--- src/rtl/branch_resolve_queue_if.sv ---
// Handshake bundle between fetch/resolve logic and the branch resolve queue.
// The master side issues and resolves branches; the slave side is the queue.
interface branch_resolve_queue_if #(
    parameter int DEPTH = 4,
    parameter int CNT_W = 16
);
    logic                       req_valid;
    logic                       pred_in;
    logic                       req_ready;
    logic                       res_valid;
    logic                       res_taken;
    logic                       res_ready;
    logic                       flush;
    logic                       upd_result;
    logic                       upd_taken;
    logic                       mispredict;
    logic [$clog2(DEPTH+1)-1:0] count;
    logic [CNT_W-1:0]           mispredict_cnt;
    logic                       underflow_err;

    modport master (
        output req_valid, pred_in, res_valid, res_taken, flush,
        input  req_ready, res_ready, upd_result, upd_taken, mispredict,
               count, mispredict_cnt, underflow_err
    );

    modport slave (
        input  req_valid, pred_in, res_valid, res_taken, flush,
        output req_ready, res_ready, upd_result, upd_taken, mispredict,
               count, mispredict_cnt, underflow_err
    );
endinterface

--- src/rtl/branch_resolve_queue.sv ---
// In-order queue of outstanding branch predictions. Each resolution is compared
// against the oldest stored prediction; the result trains the predictor through
// registered one-cycle pulses and feeds a saturating mispredict counter.
module branch_resolve_queue #(
    parameter int DEPTH = 4,
    parameter int CNT_W = 16
) (
    input  logic                  i_clk,
    input  logic                  i_rst,
    branch_resolve_queue_if.slave io_brq
);
    localparam int PTR_W = $clog2(DEPTH);
    localparam int OCC_W = $clog2(DEPTH + 1);

    logic [DEPTH-1:0] r_mem;
    logic [PTR_W-1:0] r_wr_ptr;
    logic [PTR_W-1:0] r_rd_ptr;
    logic [OCC_W-1:0] r_count;
    logic             r_upd_result;
    logic             r_upd_taken;
    logic             r_mispredict;
    logic [CNT_W-1:0] r_mis_cnt;
    logic             r_underflow;

    logic             w_full;
    logic             w_empty;
    logic             w_enq;
    logic             w_deq;
    logic             w_head;
    logic             w_miss;

    // Occupancy flags, handshakes and head comparison; flush and reset suppress
    // both enqueue and dequeue so a flushed cycle produces no training pulse.
    always_comb begin
        w_full  = (r_count == OCC_W'(DEPTH));
        w_empty = (r_count == '0);
        w_enq   = io_brq.req_valid && !w_full && !io_brq.flush && !i_rst;
        w_deq   = io_brq.res_valid && !w_empty && !io_brq.flush && !i_rst;
        w_head  = r_mem[r_rd_ptr];
        w_miss  = (w_head != io_brq.res_taken);
    end

    // Prediction storage; contents need no reset since count gates every read.
    always_ff @(posedge i_clk) begin
        if (w_enq)
            r_mem[r_wr_ptr] <= io_brq.pred_in;
    end

    // Pointers and occupancy; pointers wrap naturally since DEPTH is a power of two.
    always_ff @(posedge i_clk) begin
        if (i_rst || io_brq.flush) begin
            r_wr_ptr <= '0;
            r_rd_ptr <= '0;
            r_count  <= '0;
        end else begin
            if (w_enq)
                r_wr_ptr <= r_wr_ptr + PTR_W'(1);
            if (w_deq)
                r_rd_ptr <= r_rd_ptr + PTR_W'(1);
            case ({w_enq, w_deq})
                2'b10:   r_count <= r_count + OCC_W'(1);
                2'b01:   r_count <= r_count - OCC_W'(1);
                default: r_count <= r_count;
            endcase
        end
    end

    // Registered training pulses, one cycle after each accepted resolution.
    always_ff @(posedge i_clk) begin
        if (i_rst) begin
            r_upd_result <= 1'b0;
            r_upd_taken  <= 1'b0;
            r_mispredict <= 1'b0;
        end else begin
            r_upd_result <= w_deq;
            r_upd_taken  <= w_deq && io_brq.res_taken;
            r_mispredict <= w_deq && w_miss;
        end
    end

    // Performance counter and sticky underflow flag; both survive a flush.
    always_ff @(posedge i_clk) begin
        if (i_rst) begin
            r_mis_cnt   <= '0;
            r_underflow <= 1'b0;
        end else begin
            if (w_deq && w_miss && (r_mis_cnt != {CNT_W{1'b1}}))
                r_mis_cnt <= r_mis_cnt + CNT_W'(1);
            if (io_brq.res_valid && w_empty)
                r_underflow <= 1'b1;
        end
    end

    // Output drive; the ready flags are combinational from occupancy.
    always_comb begin
        io_brq.req_ready      = !w_full;
        io_brq.res_ready      = !w_empty;
        io_brq.upd_result     = r_upd_result;
        io_brq.upd_taken      = r_upd_taken;
        io_brq.mispredict     = r_mispredict;
        io_brq.count          = r_count;
        io_brq.mispredict_cnt = r_mis_cnt;
        io_brq.underflow_err  = r_underflow;
    end
endmodule
--- src/flat_wrapper.sv ---
// flat-port wrapper written by rule: the top's interface ports become plain ports
module branch_resolve_queue_flat 
#(
    parameter int DEPTH = 4,
    parameter int CNT_W = 16
)
  (i_clk, i_rst, io_brq_req_valid, io_brq_pred_in, io_brq_res_valid, io_brq_res_taken, io_brq_flush, io_brq_req_ready, io_brq_res_ready, io_brq_upd_result, io_brq_upd_taken, io_brq_mispredict, io_brq_count, io_brq_mispredict_cnt, io_brq_underflow_err);
  branch_resolve_queue_if #(.DEPTH(DEPTH), .CNT_W(CNT_W)) io_brq_i ();
  input  logic i_clk;
  input  logic i_rst;
  input wire logic [$bits(io_brq_i.req_valid)-1:0] io_brq_req_valid;
  input wire logic [$bits(io_brq_i.pred_in)-1:0] io_brq_pred_in;
  input wire logic [$bits(io_brq_i.res_valid)-1:0] io_brq_res_valid;
  input wire logic [$bits(io_brq_i.res_taken)-1:0] io_brq_res_taken;
  input wire logic [$bits(io_brq_i.flush)-1:0] io_brq_flush;
  output wire logic [$bits(io_brq_i.req_ready)-1:0] io_brq_req_ready;
  output wire logic [$bits(io_brq_i.res_ready)-1:0] io_brq_res_ready;
  output wire logic [$bits(io_brq_i.upd_result)-1:0] io_brq_upd_result;
  output wire logic [$bits(io_brq_i.upd_taken)-1:0] io_brq_upd_taken;
  output wire logic [$bits(io_brq_i.mispredict)-1:0] io_brq_mispredict;
  output wire logic [$bits(io_brq_i.count)-1:0] io_brq_count;
  output wire logic [$bits(io_brq_i.mispredict_cnt)-1:0] io_brq_mispredict_cnt;
  output wire logic [$bits(io_brq_i.underflow_err)-1:0] io_brq_underflow_err;
  assign io_brq_i.req_valid = io_brq_req_valid;
  assign io_brq_i.pred_in = io_brq_pred_in;
  assign io_brq_i.res_valid = io_brq_res_valid;
  assign io_brq_i.res_taken = io_brq_res_taken;
  assign io_brq_i.flush = io_brq_flush;
  assign io_brq_req_ready = io_brq_i.req_ready;
  assign io_brq_res_ready = io_brq_i.res_ready;
  assign io_brq_upd_result = io_brq_i.upd_result;
  assign io_brq_upd_taken = io_brq_i.upd_taken;
  assign io_brq_mispredict = io_brq_i.mispredict;
  assign io_brq_count = io_brq_i.count;
  assign io_brq_mispredict_cnt = io_brq_i.mispredict_cnt;
  assign io_brq_underflow_err = io_brq_i.underflow_err;
  branch_resolve_queue #(.DEPTH(DEPTH), .CNT_W(CNT_W)) u_core (.i_clk(i_clk), .i_rst(i_rst), .io_brq(io_brq_i));
endmodule
--- config.mk ---
export PLATFORM = sky130hd
export DESIGN_NAME = branch_resolve_queue_flat
export DESIGN_NICKNAME = d
export VERILOG_FILES = /design/src/rtl/branch_resolve_queue_if.sv /design/src/rtl/branch_resolve_queue.sv /design/src/flat_wrapper.sv
export SDC_FILE = /design/constraint.sdc
export NUM_CORES = 1
export LEC_CHECK = 0
export ABC_AREA = 0
export BUFFER_PORTS_ARGS = -buffer_cell sky130_fd_sc_hd__buf_2
export CAP_MARGIN = 15
export CORE_UTILIZATION = 42
export CTS_BUF_LIST = sky130_fd_sc_hd__clkbuf_8
export DETAILED_ROUTE_END_ITERATION = 6
export GPL_TIMING_DRIVEN = 0
export MAX_ROUTING_LAYER = met4
export PLACE_DENSITY = 0.69
export SYNTH_ARGS = -nofsm -noshare
export SYNTH_HDL_FRONTEND = slang
export SYNTH_SLANG_ARGS = --single-unit
--- constraint.sdc ---
create_clock -name i_clk -period 3.5 [get_ports i_clk]
set_input_delay 0.525 -clock i_clk [delete_from_list [all_inputs] [get_ports i_clk]]
set_output_delay 0.525 -clock i_clk [all_outputs]
set_load 0.03 [all_outputs]
Yosys cells after proc, flatten, opt, wreduce, memory -nomap -nowiden
Cells that the tools add are included.

$lt $le $gt $ge: 3. Eq/ne operators: 5. Add/subtract/negate cells: 5. Mux-type cells: 6. Reduce and logical (&&, ||, !) cells: 18.

Operators by type and width (count): adder 16 x 1 -> 16 bit (second input constant) (1); inequality test 16 bit (second input constant) (1); logical AND 1 bit (11); less-than comparator 2 x 3 -> 1 bit (second input constant) (2); one-hot mux 3 bit (2 select lines) (1); adder 2 x 1 -> 2 bit (second input constant) (2); bitwise mux 4 bit (1); logical NOT 1 bit (4); adder 3 x 1 -> 3 bit (second input constant) (1); equality test 3 bit (second input constant) (1); logical NOT 3 bit (1); subtractor 3 x 1 -> 3 bit (second input constant) (1); binary-select mux 1 bit (select 2 bit) (1); demux 1 bit (select 2 bit) (1); equality test 2 x 1 -> 1 bit (second input constant) (1); equality test 2 bit (second input constant) (1); greater-or-equal comparator 2 x 1 -> 1 bit (second input constant) (1); two-way mux 1 bit (2); nonzero test 2 bit (1); logical OR 1 bit (1); inequality test 1 bit (1).

Bits in registers: 31. Output and inout bits: 25. Word-level logic and storage cells: 46. Input port bits: 7.

Logic depth before layout (Yosys ltp)
Gate-level depths: netlist (run 1).

Word-level depth: 7. Mapped depth: 9. Depth with buffers taken out: 7.

Worst setup path after synthesis (run 1)
No wires, ideal clock.

Path kind: register -> register. From: register u_core.r_count[2] (netlist: u_core.io_brq.count[2]). To: register u_core.r_count[1] (netlist: u_core.io_brq.count[1]). Stages on the path, launching flop included: 8. Clock period less this slack: 2502 ps. Slack: 998 ps. Data arrival time: 2387 ps. Buffers on the path: 1. Path through: dfxtp_1 > or3b_2 > and2_1 > clkbuf_1 > nor3_1 > fa_1 > mux2i_1 > nor2_1.

Cells in the longest elaborated chain, start to end: 7. Elaborated cells between the ends (all ways): 14. Those cells by class: eq/ne (3); mux (1); reduce/logical (10).

RTL lines: from (decl) (RTL line branch_resolve_queue.sv:18) `logic [OCC_W-1:0] r_count;`; from (signal assigned) (RTL line branch_resolve_queue.sv:61) `2'b10: r_count <= r_count + OCC_W'(1);`; from (signal assigned) (RTL line branch_resolve_queue.sv:62) `2'b01: r_count <= r_count - OCC_W'(1);`; from (signal assigned) (RTL line branch_resolve_queue.sv:63) `default: r_count <= r_count;`; equality test 3 bit (*) (RTL line branch_resolve_queue.sv:35) `w_full = (r_count == OCC_W'(DEPTH));`; logical NOT 1 bit (*); via io_brq_req_ready (RTL line flat_wrapper.sv:16) `output wire logic [$bits(io_brq_i.req_ready)-1:0] io_brq_req_ready;`; logical AND 1 bit (*) (3 in series) (RTL line branch_resolve_queue.sv:37) `w_enq = io_brq.req_valid && !w_full && !io_brq.flush && !i_rst;`; equality test 2 x 1 -> 1 bit / equality test 2 bit (equally long branches) (RTL line branch_resolve_queue.sv:60) `case ({w_enq, w_deq})`; one-hot mux 3 bit (2 select lines) / nonzero test 2 bit (equally long branches).

The timed path passes the listed nets; every way through them passes the cells marked *. A chain may end at the register's enable or synchronous reset.

Final worst setup path (run 1)
From: register u_core.r_count[2] (netlist: u_core.io_brq.count[2]). To: register u_core.r_count[2] (netlist: u_core.io_brq.count[2]).

Cells in the longest elaborated chain, start to end: 7. Elaborated cells between the ends (all ways): 16. Those cells by class: add/sub (2); eq/ne (3); mux (1); reduce/logical (10).

RTL lines (RTL line): equality test 3 bit / logical NOT 3 bit (equally long branches) (branch_resolve_queue.sv:35, branch_resolve_queue.sv:36); logical NOT 1 bit (on tied branches) (branch_resolve_queue.sv:37, branch_resolve_queue.sv:38); logical AND 1 bit (on tied branches) (3 in series) (branch_resolve_queue.sv:37, branch_resolve_queue.sv:38); equality test 2 x 1 -> 1 bit / equality test 2 bit (equally long branches) (branch_resolve_queue.sv:60); one-hot mux 3 bit (2 select lines) / nonzero test 2 bit (equally long branches).

Parallel ways exist; a longest one is shown, timed or not.

==> results by group, run 1 <==
Status
  • Status: completed

Power and ir drop
  • Net Switching: 164 µW
  • Power Density: 401 nW/µm²
  • Part of the power in registers: 0.489
  • Switching share of total power: 0.217
  • Int Pwr: 591 µW
  • Clock power frac: 0.443
  • Combinational fraction of design power: 0.068
  • IR Drop Worst-Case VDD: 0.000235 V
  • Leakage power: 0.790 nW

Synthesis
  • Seq/Total Area, Yosys: 0.421
  • Post-synth top flop: dfxtp_1
  • Post-synth top area cell: dfxtp_1
  • Synth Instances: 163
  • Synthesized area: 1570 µm²
  • Largest family of logic cells by synthesized area: simple AND/OR/NAND/NOR gates
  • Synth area leaders: dfxtp_1 34%, edfxtp_1 7.7%, ha_1 4.0%, mux2_2 3.6%, nor2_1 3.6%
  • Post-Synth Adder-Cell Area: 0.0527
  • Post-synth EDFFs: 4
  • Syn nets: 176
  • Synth warn: 0
  • Post-synthesis register bit count: 31
  • Post-synthesis compound-gate area fraction: 0.150
  • Most frequent cells after synthesis: 27 x dfxtp_1, 15 x nor2_1, 11 x nand2_1
  • Mux cell area share after synthesis: 0.0615
  • Avg Cell Area, Syn: 9.62 µm²
  • Xor/xnor cell area share of the yosys netlist: 0.0335
  • Simple-Gate Fraction of Synth Area: 0.236
  • Synth async-reset ratio: 0
  • Most frequent cell after synthesis: dfxtp_1
  • Post-synth top area share: 0.345
  • Synth unique cells: 38

Detailed routing
  • Iteration-0 DRC Markers: 58
  • Final WL: 3210 µm
  • Routed length per placed instance: 13.0 µm
  • DRT Pass-1 Iters: 4
  • Vias post-DR: 1,356
  • Final ANT Viol Nets: 0
  • Post-route DRC: 0
  • Vias per inst: 5.49

Timing
  • Final setup violation count: 0
  • Final min period: 2.33 ns
  • RSZ-0062 raised after global routing: false
  • Period utilization: 0.666
  • Fin. max-slew vios: 0
  • Fmax: 429 MHz
  • Setup TNS: 0 ns
  • Fin. Hold Viols: 0
  • Setup Skew: 0.00459 ns
  • Worst slew pin tran: 0.510 ns
  • Final hold slack: 0.464 ns
  • Relative slew slack: 0.660

Final layout
  • Layout area overhead: 20.1%
  • Final nets: 213
  • Diode count: 0
  • Cell Count, Final, Fillers Out: 247
  • Layout cell share with drive strength beyond 1: 0.254

Clock tree
  • CTS tree: yes
  • Clk sinks: 31
  • Hold-fix buffers, CTS: 0
  • TritonCTS Buffers: 5
  • Clock Tree Root: clkbuf_8
  • Post-cts gate resize count: 0
  • Clock Latency Late Sink: 0.27 ns
  • CTS H-tree lvls: 2
  • Setup Buffers After CTS: 0
  • CTS Buffer Depth: 2
  • Reg clk slew, reported paths: 0.07 ns

GRT
  • Largest net degree at the start of global routing: 11
  • Vias in the first global route: 1,240
  • First-pass GRT wire length: 5380 µm
  • Initial antenna violation count: 0
  • GRT Resource Usage Total: 0.178
  • Grt total ovfl: 0

Placed design
  • Dpl hpwl: 2360 µm
  • Port Buffer Count: 30
  • Placer Congestion: 0.781
  • Placed insts: 239

Worst setup path
  • Critical path cell sequence: or3b_2, and2_1, clkbuf_1, nor3_1, fa_1, mux2i_1, xnor2_1, nor2_1
  • WS Path Type: reg2reg
  • Crit-path slowest cell: or3b_2
  • Crit. End Element: flip-flop
  • Worst Path Required: 3.67 ns
  • Worst EP arrival: 2.50 ns
  • Maximum fanout along the worst path: 8
  • CP Launch Type: flip-flop
  • Buf/Inv on CP: 1
  • Cell family with most CP delay: simple AND/OR/NAND/NOR gates
  • Critical Path Max Stage Delay: 0.52 ns

Floorplanning
  • CORE AREA: 3440 µm²
  • Die area: 3980 µm²
  • Die Ht: 63.1 µm
  • I/O pin cnt: 32
  • Starting Density: 0.455
  • Row cnt: 21
  • Die X: 63.1 µm

Min path
  • Worst min path class: in2reg

Flow run
  • Maxcap violations: 0
## power groups by stage
stage / logic [mW] / registers [mW] / clock network (mW)
floorplan: 0.0317 / 0.383 / 0
global placement: 0.0499 / 0.377 / 0
detailed placement: 0.0515 / 0.378 / 0
CTS: 0.0518 / 0.370 / 0.342
global route: 0.0563 / 0.370 / 0.362
finish: 0.0513 / 0.370 / 0.334
## per-stage QoR
step | setup WS, ns | power [mW] | instance area, µm² | utilization
floorplan | 0.998 | 0.414 | 1570 | -
global placement | 1.27 | 0.427 | 1780 | 0.516
detailed placement | 1.17 | 0.429 | 1780 | 0.516
CTS | 1.15 | 0.763 | 1880 | 0.547
global route | 1.00 | 0.789 | 1880 | 0.547
finish | 1.17 | 0.755 | 1880 | 0.547
## logic make-up (layout without fill, tap and decap cells)
logic type      after synthesis  after routing
compound gates               30             30
xor+xnor                      6              6
fa+ha+maj                     6              6
buf+inv                      14             52
flops                        31             31
mux                           9              9
simple gates                 67             67
## registers in the layout, indices dropped and copies added (netlist names)
name and cells:
u_core.r_rd_ptr 2, u_core.r_wr_ptr 2, u_core.io_brq.mispredict_cnt 16, u_core.io_brq.count 3, u_core.io_brq.upd_taken 1, u_core.r_mem 4
u_core.io_brq.upd_result 1, u_core.io_brq.mispredict 1, u_core.io_brq.underflow_err 1
## cell usage in the layout (no fill, tap or decap), types with 5 or more instances in the layout
master,count
nand3_1,6
nand2_1,11
buf_2,32
mux2_2,5
nor2_1,15
dfxtp_1,27
ha_1,5
and3_1,8
inv_1,6
o311ai_0,5
o31ai_1,5
a21oi_1,9
clkbuf_8,5
## worst paths after layout
kind,endpoint,slack (ns),cells after the start,startpoint
setup / recovery,u_core.io_brq.count[2]$_SDFFE_PP0P_,1.17,8,u_core.io_brq.count[2]$_SDFFE_PP0P_
hold / removal,u_core.r_mem[2]$_DFFE_PP_,0.46,1,io_brq_pred_in
setup reg to reg,u_core.io_brq.count[2]$_SDFFE_PP0P_,1.17,8,u_core.io_brq.count[2]$_SDFFE_PP0P_
hold reg to reg,u_core.io_brq.underflow_err$_SDFFE_PP0P_,0.48,2,u_core.io_brq.underflow_err$_SDFFE_PP0P_
## layout make-up
type	count	area [µm²]
sequential	31	661
buffer	8	47.5
timing repair buffer	30	150
multi-input combinational	118	837
tap	46	57.6
inverter	6	22.5
clock buffer	5	68.8
fill	325	1560
clock inverter	3	38.8
## per-layer routing
layer,track usage,share of wire
met2,0.298,0.49
met4,0.0436,0.011
met5,-,0
met1,0.206,0.45
met3,0.0543,0.049
(Power assumes the default switching activity.)
==> run 2, diff against run 1 <==
Clock period 3.5 ns to 2.4 ns, I/O delays scaled along.
==> results by group, run 2 (synthesized netlist as in run 1, its figures left out) <==
Status
  • Status: completed

Worst setup path
  • Critical Path Max Stage Delay: 0.45 ns (-0.07 ns)
  • CP Launch Type: flip-flop
  • Maximum fanout along the worst path: 8 (unchanged)
  • Register-to-Register Setup Slack: 0.18 ns (-0.99 ns)
  • Reg2reg path depth: 7 (-1)
  • RR Startpoint: u_core.io_brq.count[0]$_SDFFE_PP0P_
  • Buf/Inv on CP: 1 (unchanged)
  • Crit. End Element: flip-flop
  • Critical path cell sequence: or3b_4, and2_1, clkbuf_1, nor3_1, fa_1, mux2i_1, nor2_1
  • Worst EP arrival: 2.41 ns (-0.09 ns)
  • WS Path Type: reg2reg
  • Crit-path slowest cell: or3b_4
  • Critical R2R Capture: u_core.io_brq.count[1]$_SDFFE_PP0P_
  • Cell family with most CP delay: simple AND/OR/NAND/NOR gates
  • Worst Path Required: 2.59 ns (-1.08 ns)

GRT
  • GR Util met2: 0.324 (+0.0255)
  • Initial antenna violation count: 0 (unchanged)
  • Largest net degree at the start of global routing: 12 (+1)
  • Grt total ovfl: 0 (unchanged)
  • GRT Max-Usage Layer: met2
  • GRT Resource Usage Total: 0.197 (+0.0188)
  • Vias in the first global route: 1,312 (+5.8%)
  • Met3 Resource Use GR: 0.0598 (+0.00543)
  • Grt met1 use: 0.216 (+0.00951)
  • First-pass GRT wire length: 5800 µm (+7.8%)

Placed design
  • Port Buffer Count: 30 (unchanged)
  • Pre-CTS WS: 0.199 ns (-0.973 ns)
  • Dpl hpwl: 2470 µm (+4.9%)
  • Placed cell areas: 1780 µm² (+0.21%)
  • Placed insts: 239 (unchanged)
  • Placer Congestion: 0.779 (-0.28%)

Floorplanning
  • Row cnt: 21 (unchanged)
  • Starting Density: 0.455 (unchanged)
  • CORE AREA: 3440 µm² (unchanged)
  • Die area: 3980 µm² (unchanged)
  • Die X: 63.1 µm (unchanged)
  • Die Ht: 63.1 µm (unchanged)
  • I/O pin cnt: 32 (unchanged)

Power and ir drop
  • Total Power: 1.02 mW (+35%)
  • Leakage power: 0.777 nW (-1.6%)
  • Power Density: 547 nW/µm² (+36%)
  • IR Drop Worst-Case VDD: 0.000285 V (+21%)

Final layout
  • Layout cell share with drive strength beyond 1: 0.264 (+0.00995)
  • Cell Count, Final, Fillers Out: 247 (unchanged)
  • Diode count: 0 (unchanged)
  • Commonest non-fill, non-tap cell in the layout: buf_2
  • Final core utilization: 0.543 (-0.00436)
  • Commonest cells after routing, fill and taps aside: 32 x buf_2, 26 x dfxtp_1, 15 x nor2_1
  • Final nets: 213 (unchanged)
  • Largest register FFs: 16 (unchanged)
  • Final instance area: 1870 µm² (-0.80%)
  • Layout area overhead: 19.2%

Timing
  • Fmax: 450 MHz (+4.9%)
  • Worst slew pin tran: 0.510 ns (+0.000429 ns)
  • Final setup violation count: 0 (unchanged)
  • Setup Skew: 0.00872 ns (+0.00414 ns)
  • Period utilization: 0.927 (+0.260)
  • Setup ws final: 0.176 ns (-0.991 ns)
  • RSZ-0062 raised after global routing: false
  • Setup TNS: 0 ns (unchanged)
  • Final hold slack: 0.283 ns (-0.181 ns)
  • Relative slew slack: 0.660 (about the same)
  • Fin. Hold Viols: 0 (unchanged)
  • Fin. max-slew vios: 0 (unchanged)
  • Final min period: 2.22 ns (-0.109 ns)

Clock tree
  • CTS tree: yes
  • Clock Latency Late Sink: 0.29 ns (+0.02 ns)
  • Clk sinks: 31 (unchanged)
  • Post-cts gate resize count: 0 (unchanged)
  • CTS H-tree lvls: 2 (unchanged)
  • Hold-fix buffers, CTS: 0 (unchanged)
  • TritonCTS Buffers: 5 (unchanged)
  • Clock Tree Root: clkbuf_8
  • Setup Buffers After CTS: 0 (unchanged)
  • Reg clk slew, reported paths: 0.07 ns (about the same)
  • CTS Buffer Depth: 2 (unchanged)

Detailed routing
  • Vias post-DR: 1,364 (+0.59%)
  • Vias per inst: 5.52 (+0.59%)
  • DRT Pass-1 Iters: 4 (unchanged)
  • Post-route DRC: 0 (unchanged)
  • Final ANT Viol Nets: 0 (unchanged)
  • Routed length per placed instance: 14.1 µm (+8.3%)
  • Iteration-0 DRC Markers: 100 (+72%)
  • Final WL: 3470 µm (+8.3%)

Min path
  • Worst min path class: in2reg
  • Worst Hold Path Cells: 1 (unchanged)
  • Hold endpoint: u_core.r_mem[1]$_DFFE_PP_
  • Hold path start: io_brq_pred_in

Flow run
  • Maxcap violations: 0 (unchanged)
==> run 2: changes by cell type in the layout (fill, tap and decap cells not counted) <==
cell,delta
dfxtp_1,-1
or3b_2,-1
clkinv_1,-1
clkinvlp_4,+2
dfxtp_2,+1
bufinv_16,-1
or3b_4,+1
==> run 2: routing by layer <==
layer / vias to the layer above / wire, µm / share of wire
met5: - / 0 / 0
met4: 0 / 72 / 0.021
met3: 7 / 181 / 0.052
met2: 39 / 1690 / 0.49
met1: 648 / 1530 / 0.44
li1: 670 / - / -
==> run 2: final cells by class <==
| class | instances | area, µm² |
|---|---|---|
| Fill cell | 316 | 1570 |
| Buffer | 8 | 47.5 |
| Inverter | 6 | 22.5 |
| Tap cell | 46 | 57.6 |
| Clock buffer | 5 | 68.8 |
| Clock inverter | 3 | 20.0 |
| Sequential cell | 31 | 662 |
| Timing Repair Buffer | 30 | 150 |
| Multi-Input combinational cell | 118 | 840 |
==> run 2: worst reg2reg max path: stages, from the launching register on <==
cell      delay [ns]
dfxtp_1         0.42
or3b_4          0.46
and2_1          0.16
clkbuf_1        0.18
nor3_1          0.27
fa_1            0.44
mux2i_1         0.15
nor2_1          0.05
==> run 2: report_power, final <==
group	internal [mW]	switching, mW
sequential	0.531	0.00824
clock	0.201	0.204
combinational	0.0279	0.0482
==> run 2: how the worst max path moves through the flow <==
stage	endpoint	slack, ns	cells past startpoint	from
after floorplan	u_core.io_brq.count[1]$_SDFFE_PP0P_	0.13	7	u_core.io_brq.count[0]$_SDFFE_PP0P_
after global placement	u_core.io_brq.count[1]$_SDFFE_PP0P_	0.28	7	u_core.io_brq.count[0]$_SDFFE_PP0P_
after detailed placement	u_core.io_brq.count[1]$_SDFFE_PP0P_	0.20	7	u_core.io_brq.count[0]$_SDFFE_PP0P_
after CTS	u_core.io_brq.count[1]$_SDFFE_PP0P_	0.18	7	u_core.io_brq.count[0]$_SDFFE_PP0P_
after global routing	u_core.io_brq.count[2]$_SDFFE_PP0P_	0.03	8	u_core.io_brq.count[0]$_SDFFE_PP0P_
final	u_core.io_brq.count[1]$_SDFFE_PP0P_	0.18	7	u_core.io_brq.count[0]$_SDFFE_PP0P_
==> run 3, diff against run 2 <==
Settings changed: BUFFER_PORTS_ARGS -buffer_cell sky130_fd_sc_hd__buf_2 to -buffer_cell sky130_fd_sc_hd__buf_4.
==> results by group, run 3 (synthesized netlist as in run 1, its figures left out) <==
Worst setup path
  • RR Startpoint: u_core.io_brq.count[0]$_SDFFE_PP0P_
  • WS Path Type: reg2reg
  • Reg2reg path depth: 8 (+1)
  • Maximum fanout along the worst path: 8 (unchanged)
  • Critical Path Max Stage Delay: 0.45 ns (about the same)
  • Crit-path slowest cell: or3b_4
  • Worst EP arrival: 2.39 ns (-0.02 ns)
  • Register-to-Register Setup Slack: 0.19 ns (+0.02 ns)
  • Critical R2R Capture: u_core.io_brq.count[2]$_SDFFE_PP0P_
  • Critical path cell sequence: or3b_4, and2_1, clkbuf_1, nor3_1, fa_1, mux2i_1, xnor2_1, nor2_1
  • Crit. End Element: flip-flop
  • Worst Path Required: 2.58 ns (about the same)
  • CP Launch Type: flip-flop

Clock tree
  • CTS tree: yes
  • TritonCTS Buffers: 5 (unchanged)
  • Setup Buffers After CTS: 0 (unchanged)
  • CTS Buffer Depth: 2 (unchanged)
  • Post-cts gate resize count: 0 (unchanged)
  • Clock Tree Root: clkbuf_8
  • Reg clk slew, reported paths: 0.07 ns (about the same)
  • CTS H-tree lvls: 2 (unchanged)
  • Clock Latency Late Sink: 0.29 ns (about the same)
  • Hold-fix buffers, CTS: 0 (unchanged)
  • Clk sinks: 31 (unchanged)

Min path
  • Hold path start: io_brq_pred_in
  • Hold endpoint: u_core.r_mem[2]$_DFFE_PP_
  • Worst Hold Path Cells: 1 (unchanged)
  • Worst min path class: in2reg

GRT
  • Grt total ovfl: 0 (unchanged)
  • Vias in the first global route: 1,259 (-4.0%)
  • First-pass GRT wire length: 5870 µm (+1.1%)
  • Largest net degree at the start of global routing: 11 (-1)
  • Initial antenna violation count: 0 (unchanged)
  • GRT Resource Usage Total: 0.195 (-0.00151)

Timing
  • Fin. max-slew vios: 0 (unchanged)
  • Setup TNS: 0 ns (unchanged)
  • Fmax: 453 MHz (+0.85%)
  • Final hold slack: 0.267 ns (-0.0155 ns)
  • Worst slew pin tran: 0.502 ns (-0.00874 ns)
  • Period utilization: 0.919 (-0.00777)
  • RSZ-0062 raised after global routing: false
  • Setup Skew: 0.00652 ns (-0.00220 ns)
  • Fin. Hold Viols: 0 (unchanged)
  • Final setup violation count: 0 (unchanged)
  • Relative slew slack: 0.666 (+0.00582)
  • Final min period: 2.21 ns (-0.0186 ns)

Final layout
  • Layout cell share with drive strength beyond 1: 0.264 (unchanged)
  • Layout area overhead: 23.6%
  • Commonest cells after routing, fill and taps aside: 30 x buf_4, 26 x dfxtp_1, 15 x nor2_1
  • Largest register FFs: 16 (unchanged)
  • Final nets: 213 (unchanged)
  • Commonest non-fill, non-tap cell in the layout: buf_4
  • Final core utilization: 0.563 (+0.0204)
  • Diode count: 0 (unchanged)

Detailed routing
  • Iteration-0 DRC Markers: 81 (-19%)
  • Final ANT Viol Nets: 0 (unchanged)
  • DRT Pass-1 Iters: 4 (unchanged)
  • Vias post-DR: 1,367 (+0.22%)
  • Post-route DRC: 0 (unchanged)
  • Routed length per placed instance: 13.9 µm (-1.4%)
  • Final WL: 3420 µm (-1.4%)
  • Vias per inst: 5.53 (+0.22%)

Floorplanning
  • Row cnt: 21 (unchanged)
  • Die Ht: 63.1 µm (unchanged)
  • Starting Density: 0.455 (unchanged)
  • Die area: 3980 µm² (unchanged)
  • Die X: 63.1 µm (unchanged)
  • CORE AREA: 3440 µm² (unchanged)
  • I/O pin cnt: 32 (unchanged)

Placed design
  • Placer Congestion: 0.775 (-0.53%)
  • Dpl hpwl: 2500 µm (+0.91%)
  • Port Buffer Count: 30 (unchanged)

Flow run
  • Maxcap violations: 0 (unchanged)

Power and ir drop
  • Total Power: 1.02 mW (-0.58%)
  • Leakage power: 0.789 nW (+1.5%)
  • Power Density: 524 nW/µm² (-4.2%)
  • IR Drop Worst-Case VDD: 0.000287 V (+0.72%)

Status
  • Status: completed
[run 3: cell types whose count changed in the layout (fill, tap and decap cells not counted)]
cell	change
buf_4	+30
buf_2	-30
clkinvlp_4	-2
clkinv_2	+2
[run 3: worst max path at each step]
stage | endpoint | slack, ns | cells past startpoint | start
floorplan | u_core.io_brq.count[1]$_SDFFE_PP0P_ | 0.13 | 7 | u_core.io_brq.count[0]$_SDFFE_PP0P_
global placement | u_core.io_brq.count[2]$_SDFFE_PP0P_ | 0.27 | 8 | u_core.io_brq.count[0]$_SDFFE_PP0P_
detailed placement | u_core.io_brq.count[2]$_SDFFE_PP0P_ | 0.22 | 8 | u_core.io_brq.count[0]$_SDFFE_PP0P_
CTS | u_core.io_brq.count[2]$_SDFFE_PP0P_ | 0.19 | 8 | u_core.io_brq.count[0]$_SDFFE_PP0P_
global route | u_core.io_brq.count[1]$_SDFFE_PP0P_ | 0.008 | 7 | u_core.io_brq.count[0]$_SDFFE_PP0P_
finish | u_core.io_brq.count[2]$_SDFFE_PP0P_ | 0.19 | 8 | u_core.io_brq.count[0]$_SDFFE_PP0P_
[run 3: through the flow]
step                instance area (µm²)  worst slack, ns  cells
floorplan                          1570            0.131    163
global placement                   1850            0.269    239
detailed placement                 1850            0.216    239
CTS                                1940            0.194    247
global route                       1940          0.00803    247
finish                             1940            0.195    247
[run 3: routing by layer]
metal,up-vias,global-route usage,part of all wire
li1,668,-,-
met1,659,0.230,0.44
met2,33,0.312,0.49
met3,7,0.0562,0.057
met4,0,0.0785,0.016
met5,-,-,0
[run 3: layout make-up]
class,count,area (µm²)
clock buffers,5,68.8
multi-input cells,118,840
inverters,6,22.5
flip-flops and latches,31,662
repair buffers,30,225
well taps,46,57.6
fillers,327,1500
clock inverters,3,15.0
plain buffers,8,47.5
[run 3: power by group]
part | leakage, nW | internal [mW] | switching, mW
registers | 0.255 | 0.532 | 0.00794
logic | 0.486 | 0.0333 | 0.0478
clock network | 0.0477 | 0.198 | 0.197
total | 0.789 | 0.763 | 0.252
[run 3: worst max-delay path: cells and delay by family (launching register included)]
family	cells	cell delay (ns)
xor+xnor	1	0.14
fa+ha+maj	1	0.22
buf+inv	1	0.17
flops	1	0.40
mux	1	0.22
simple gates	4	0.94
